===== config.mk =====
export PLATFORM = sky130hd
export DESIGN_NAME = vec_axis_packer
export DESIGN_NICKNAME = d
export VERILOG_FILES = /design/src/rtl/vec_axis_packer.sv
export SDC_FILE = /design/constraint.sdc
export NUM_CORES = 1
export LEC_CHECK = 0
export CORE_MARGIN = 3
export CORE_UTILIZATION = 50
export DETAILED_ROUTE_END_ITERATION = 10
export HOLD_SLACK_MARGIN = 0.12
export PLACE_DENSITY = 0.75
export SLEW_MARGIN = 15
export SYNTH_ARGS = -nofsm -noshare
export SYNTH_HDL_FRONTEND = slang
export SYNTH_SLANG_ARGS = --single-unit

===== constraint.sdc =====
create_clock -name clock -period 5.5 [get_ports clock]
set_input_delay 1.375 -clock clock [delete_from_list [all_inputs] [get_ports clock]]
set_output_delay 1.375 -clock clock [all_outputs]
set_load 0.005 [all_outputs]

===== src/rtl/vec_axis_packer.sv =====
// Packs a stream of 16-bit vector elements into 64-bit AXI-Stream beats (four lanes) behind a small FIFO.
// Optional PACKER_TUSER_SOF_EN: drive io_out_tuser high on the first beat of each vector.
module vec_axis_packer #(
  parameter int FIFO_DEPTH = 2
) (
  input  logic        clock,
  input  logic        reset,
  input  logic [15:0] io_in_data,
  input  logic        io_in_valid,
  input  logic        io_in_last,
  output logic        io_in_ready,
  output logic [63:0] io_out_tdata,
  output logic        io_out_tvalid,
  input  logic        io_out_tready,
  output logic        io_out_tlast,
  output logic [7:0]  io_out_tkeep,
  output logic        io_out_tuser,
  output logic [15:0] io_vec_count
);

  localparam int PTR_W = $clog2(FIFO_DEPTH);
  localparam int CNT_W = $clog2(FIFO_DEPTH + 1);
  localparam logic [CNT_W-1:0] DEPTH_C  = CNT_W'(FIFO_DEPTH);
  localparam logic [PTR_W-1:0] PTR_LAST = PTR_W'(FIFO_DEPTH - 1);

  logic [1:0]       r_lane;
  logic [63:0]      r_acc;
  logic [7:0]       r_keep;
  logic [63:0]      r_mem_data [FIFO_DEPTH];
  logic [7:0]       r_mem_keep [FIFO_DEPTH];
  logic             r_mem_last [FIFO_DEPTH];
  logic [PTR_W-1:0] r_wr_ptr;
  logic [PTR_W-1:0] r_rd_ptr;
  logic [CNT_W-1:0] r_count;
  logic [15:0]      r_vec_count;

  logic        w_accept;
  logic        w_push;
  logic        w_pop;
  logic        w_valid;
  logic [63:0] w_beat_data;
  logic [7:0]  w_beat_keep;

  // Ready depends only on registered occupancy, so a pop never reopens a full FIFO in the same cycle.
  assign io_in_ready = (r_count < DEPTH_C);
  assign w_valid     = (r_count != '0);
  assign w_accept    = io_in_valid & io_in_ready;
  assign w_push      = w_accept & ((r_lane == 2'd3) | io_in_last);
  assign w_pop       = w_valid & io_out_tready;

  // The current element drops into the lane the counter points at; higher lanes are still zero.
  for (genvar gi = 0; gi < 4; gi++) begin : g_lane
    assign w_beat_data[16*gi +: 16] = (r_lane == 2'(gi)) ? io_in_data : r_acc[16*gi +: 16];
    assign w_beat_keep[2*gi +: 2]   = (r_lane == 2'(gi)) ? 2'b11      : r_keep[2*gi +: 2];
  end

  always_ff @(posedge clock) begin
    if (reset) begin
      r_lane <= 2'd0;
      r_acc  <= '0;
      r_keep <= '0;
    end else if (w_push) begin
      r_lane <= 2'd0;
      r_acc  <= '0;
      r_keep <= '0;
    end else if (w_accept) begin
      r_lane <= r_lane + 2'd1;
      r_acc  <= w_beat_data;
      r_keep <= w_beat_keep;
    end
  end

  always_ff @(posedge clock) begin
    if (w_push) begin
      r_mem_data[r_wr_ptr] <= w_beat_data;
      r_mem_keep[r_wr_ptr] <= w_beat_keep;
      r_mem_last[r_wr_ptr] <= io_in_last;
    end
  end

  always_ff @(posedge clock) begin
    if (reset) begin
      r_wr_ptr    <= '0;
      r_rd_ptr    <= '0;
      r_count     <= '0;
      r_vec_count <= '0;
    end else begin
      if (w_push) begin
        r_wr_ptr <= (r_wr_ptr == PTR_LAST) ? '0 : r_wr_ptr + 1'b1;
      end
      if (w_pop) begin
        r_rd_ptr <= (r_rd_ptr == PTR_LAST) ? '0 : r_rd_ptr + 1'b1;
      end
      case ({w_push, w_pop})
        2'b10:   r_count <= r_count + 1'b1;
        2'b01:   r_count <= r_count - 1'b1;
        default: r_count <= r_count;
      endcase
      if (w_push && io_in_last) begin
        r_vec_count <= r_vec_count + 16'd1;
      end
    end
  end

  // Empty FIFO presents an all-zero beat rather than stale RAM contents.
  assign io_out_tvalid = w_valid;
  assign io_out_tdata  = w_valid ? r_mem_data[r_rd_ptr] : '0;
  assign io_out_tkeep  = w_valid ? r_mem_keep[r_rd_ptr] : '0;
  assign io_out_tlast  = w_valid ? r_mem_last[r_rd_ptr] : 1'b0;
  assign io_vec_count  = r_vec_count;

`ifdef PACKER_TUSER_SOF_EN
  logic r_sof;
  logic r_mem_sof [FIFO_DEPTH];

  // Next pushed beat starts a vector if it follows reset or a tlast beat.
  always_ff @(posedge clock) begin
    if (reset) begin
      r_sof <= 1'b1;
    end else if (w_push) begin
      r_sof <= io_in_last;
    end
  end

  always_ff @(posedge clock) begin
    if (w_push) begin
      r_mem_sof[r_wr_ptr] <= r_sof;
    end
  end

  assign io_out_tuser = w_valid ? r_mem_sof[r_rd_ptr] : 1'b0;
`else
  assign io_out_tuser = 1'b0;
`endif

endmodule


; ---- Word-level counts from Yosys, hierarchy flattened
; Memories as Yosys holds them, arrays and structs flattened. A register that Yosys moved wholly into a read port is not among the register bits.
; Index checks and enable logic that the tools add are counted.
[totals]
register_bits = 94
in_bits = 21
wordCells = 53
ramBits = 146
output_inout_bits = 92
memories = 3
[op_classes]
n_bitwise = 4
eq_ne = 5
magnitude_cmp = 1
mux = 22
add_sub_neg = 6
reduce_logical = 5
[memory_table]
columns = memory, words, width, rd, rd_ports_with_merged_regs, wr, line
row1 = r_mem_data, 2, 64, 1, 1, 1, 29  ; logic [63:0] r_mem_data [FIFO_DEPTH];
row2 = r_mem_keep, 2, 8, 1, 1, 1, 30  ; logic [7:0] r_mem_keep [FIFO_DEPTH];
row3 = r_mem_last, 2, 1, 1, 1, 1, 31  ; logic r_mem_last [FIFO_DEPTH];
[op_table]
columns = operator, n
row1 = 16-bit 2-to-1 mux, 4
row2 = 64-bit 2-to-1 mux, 1
row3 = 16-bit by 1-bit adder with 16-bit output (second input constant), 1
row4 = 1-bit 2-to-1 mux, 11
row5 = 2-bit 2-to-1 mux, 4
row6 = 8-bit 2-to-1 mux, 1
row7 = 2-bit == test (second input constant), 3
row8 = 2-bit by 1-bit adder with 2-bit output (second input constant), 2
row9 = 2-bit by 1-bit == test with 1-bit output (second input constant), 2
row10 = 2-bit one-hot mux with 2 select lines, 1
row11 = 2-bit nonzero test, 2
row12 = 1-bit bitwise AND, 3
row13 = 1-bit adder (second input constant), 2
row14 = 2-bit logical NOT, 1
row15 = 2-bit less-than comparator (second input constant), 1
row16 = 2-bit OR reduction, 1
row17 = 2-bit by 1-bit subtractor with 2-bit output (second input constant), 1
row18 = 1-bit logical AND, 1
row19 = 1-bit bitwise OR, 1

; ---- Depth between registers and ports, before layout
[logic_depth]
ltp_word = 5
mapped_depth = 7
mapped_depth_nobuf = 7

; ---- Worst setup path after synthesis
; Ideal clock, no wire load.
[synth_path]
path_kind = input to register
start = in io_in_valid
end = mem r_mem_data[0][0] (enable)
arrival_time_ns = 4.804
setup_time_ns = 0.505
cell_stages = 3
t_required_ns = 4.995
path_slack_ns = 0.191
n_path_buf = 0
cell_sequence = nor2b_1 -> o21ai_1 -> nor2_1
[synth_via]
elab_chain_len = 4
[synth_lines]
columns = item, line
row1 = start: declaration, 9  ; input logic io_in_valid,
row2 = 1-bit bitwise AND, 47  ; assign w_accept = io_in_valid & io_in_ready;
row3 = 1-bit bitwise AND, 48  ; assign w_push = w_accept & ((r_lane == 2'd3) | io_in_last);
row4 = 1-bit 2-to-1 mux, 74  ; if (w_push) begin
row5 = 1-bit 2-to-1 mux (implied by the code), 75  ; r_mem_data[r_wr_ptr] <= w_beat_data;
row6 = end: declaration, 29
; Every way passes these cells.

==> flow_metrics.tcl <==
set metrics [dict create \
    clkTransAtPathRegs_ns 0.06 \
    worstPathArrival_ns 2.67 \
    finalSetupViolations 0 \
    hold-worst-slack_ns 0.451 \
    max_stage_delay_ns 0.91 \
    tns_ns 0 \
    cp_cell_sequence "buf_4, mux2i_1, nor2_1, clkdlybuf4s50_1" \
    routed_wl_mm 20.8 \
    die_h_um 145 \
    layout-drive-gt1-share_pct 13.5 \
    antenna_found_initial 0 \
    cp-start-kind "flop" \
    io_buffers 111 \
    hp-class "flop to flop" \
    cts_tree "done" \
    critical_path_buf_inv_count 2 \
    synth.most_common_cell "edfxtp_1" \
    dp_hpwl_mm 12.9 \
    path_depth 4 \
    period_minus_slack_ns 4.05 \
    vias_per_cell 5.21 \
    synthesis.nets 812 \
    synthTopCellsByArea "edfxtp_1, dfxtp_1, mux2_2, mux2i_1, nor2_1" \
    tightestPinTransition_ns 1.11 \
    required_ns 4.12 \
    start_util_pct 51.3 \
    crit_family "flip-flops" \
    synth_area_leader_cell "edfxtp_1" \
    dpl.cell_count 1118 \
    crit_path_max_fanout 46 \
    place_congestion 0.756 \
    worst-setup-path-type "flop to primary output" \
    power.density_mw_per_mm2 426 \
    synthArstFlopShare_pct 0 \
    cts.sinks 241 \
    ir_drop_mv 0.304 \
    synthTopCellsByCount "edfxtp_1, nor2_1, nand2_1" \
    area_growth_pct 22.1 \
    synth_edf_count 146 \
    yosysTopAreaCellShare_pct 45.4 \
    min_period_over_period_pct 73.6 \
    drc 0 \
    top_level_ports 113 \
    end_kind "primary output" \
    nNetsFinal 911 \
    seqCellArea_mm2 0.00629 \
    core_mm2 0.0188 \
    multi_input_area_mm2 0.00319 \
    layout.cells.non_filler 1162 \
    postCtsHoldBufs 0 \
    synth-seq-cells 241 \
    p_leak_nw 4.03 \
    yosysWarnings 0 \
    first_global_vias 6054 \
    rows 50 \
    drv_cap 0 \
    max_freq_mhz 247 \
    fin_area_mm2 0.0118 \
    grt_max_degree 65 \
    reg2reg_depth 4 \
    die_x_um 145 \
    grt_setup_unrepaired "false" \
    synth_flop_cell "edfxtp_1" \
    cts_buffer_depth 3 \
    vias 6052 \
    grt_pass1_wl_mm 32.6 \
    place_area_mm2 0.0110 \
    grt_overflow 0 \
    synth_cell_type_count 31 \
    cts_setup_buffers 0 \
    antenna_cells 0 \
    min_path_cells 2 \
    synth-seq-area-share_pct 65.1 \
    skew_ns 0.00556 \
    first_pass_iters 5 \
    final_antenna_net_count 0 \
    avgSynthCellArea_um2 12.3 \
    status "finished clean" \
    root_buffer "clkbuf_16" \
    crit_slowest_cell "dfxtp_4" \
    htreeDepth 1 \
    grt_use_total_pct 19.3 \
    hold_viol_final 0 \
    routedWlPerCell_um 17.9 \
    drtIter0Drc 421 \
    cts_buffers 24 \
    syn_area_mm2 0.00966 \
    slew_viol_final 0 \
    max_slew_margin_pct 25.9 \
    design.die.area_mm2 0.0210 \
    synth_cells 785 \
    nFillCells 1460 \
    clkLatencyLatePin_ns 0.50 \
    post_cts_resized 0 \
]
==> state kept, by name, indices dropped and copies added, names as in the netlist, named ones only <==
name          count
r_mem_data      128
r_mem_keep       16
io_vec_count     16
r_mem_last        2
r_acc            64
r_keep            8
r_count           2
r_wr_ptr          1
r_lane            2
r_rd_ptr          1
==> metrics by stage <==
step           setup slack, ns  util (%)  total power [mW]
6_report                  1.45      62.6              5.02
5_1_grt                   1.30      62.6              5.26
4_1_cts                   1.43      62.6              5.07
3_5_place_dp              1.15      58.5              3.50
3_3_place_gp              1.31      58.5              3.47
2_1_floorplan            0.191         -              2.87
==> placed cells by master (no fill, tap or decap), drive strengths merged, types with 8 or more instances in the layout <==
cell,synthesis,routed
and2,22,22
mux2,67,67
xnor2,9,9
inv,9,9
or2,8,8
nor2,106,106
clkbuf,30,39
clkdlybuf4s50,0,111
nand3,8,8
mux2i,73,73
a21oi,55,55
nand2,104,104
edfxtp,146,146
dfxtp,95,95
==> layer usage <==
| metal | GRT usage [%] | wire [µm] | share of wire, % |
|---|---|---|---|
| met5 | 0 | 0 | 0 |
| met2 | 34.2 | 10500 | 51 |
| met3 | 3.40 | 1110 | 5.3 |
| met4 | 4.51 | 296 | 1.4 |
| met1 | 24.7 | 8860 | 43 |
==> report_power, final <==
part           total [mW]  internal, mW  switching [mW]  leakage (nW)
combinational        1.25         0.646           0.607          1.52
sequential           2.19          2.08           0.109          2.14
clock                1.58         0.937           0.640         0.372
==> logic make-up after synthesis <==
family,Yosys count,share of synthesized area (%)
simple gates,270,12.2
mux,140,15.4
other cells,1,0.0388
fa+ha+maj,6,0.777
buf+inv,53,2.18
xor+xnor,13,1.18
flops,241,65.1
compound gates,61,3.16
==> path summary, 6_finish.rpt <==
path	startpoint	endpoint	slack, ns
worst min register to register	r_acc[28]$_SDFFE_PP0P_	r_acc[28]$_SDFFE_PP0P_	0.45
worst max register to register	r_lane[0]$_SDFFE_PP0P_	r_mem_data[0][7]$_DFFE_PP_	2.67
worst min-delay path	r_acc[28]$_SDFFE_PP0P_	r_acc[28]$_SDFFE_PP0P_	0.45
worst max-delay path	flop	io_out_tdata[39]	1.45
==> tightest hold or removal path, cell delays in order, from the launching register on <==
cell,delay (ns)
dfxtp_1,0.31
nand2_1,0.05
a21oi_1,0.05
==> final cells by class <==
cell class / instances / area share (%)
Multi-Input combinational cell: 491 / 27.1
Inverter: 9 / 0.287
Timing Repair Buffer: 117 / 10.0
Tap cell: 260 / 2.76
Sequential cell: 241 / 53.3
Clock buffer: 39 / 6.09
Clock inverter: 5 / 0.435
Power figures use the tool's default switching activity.
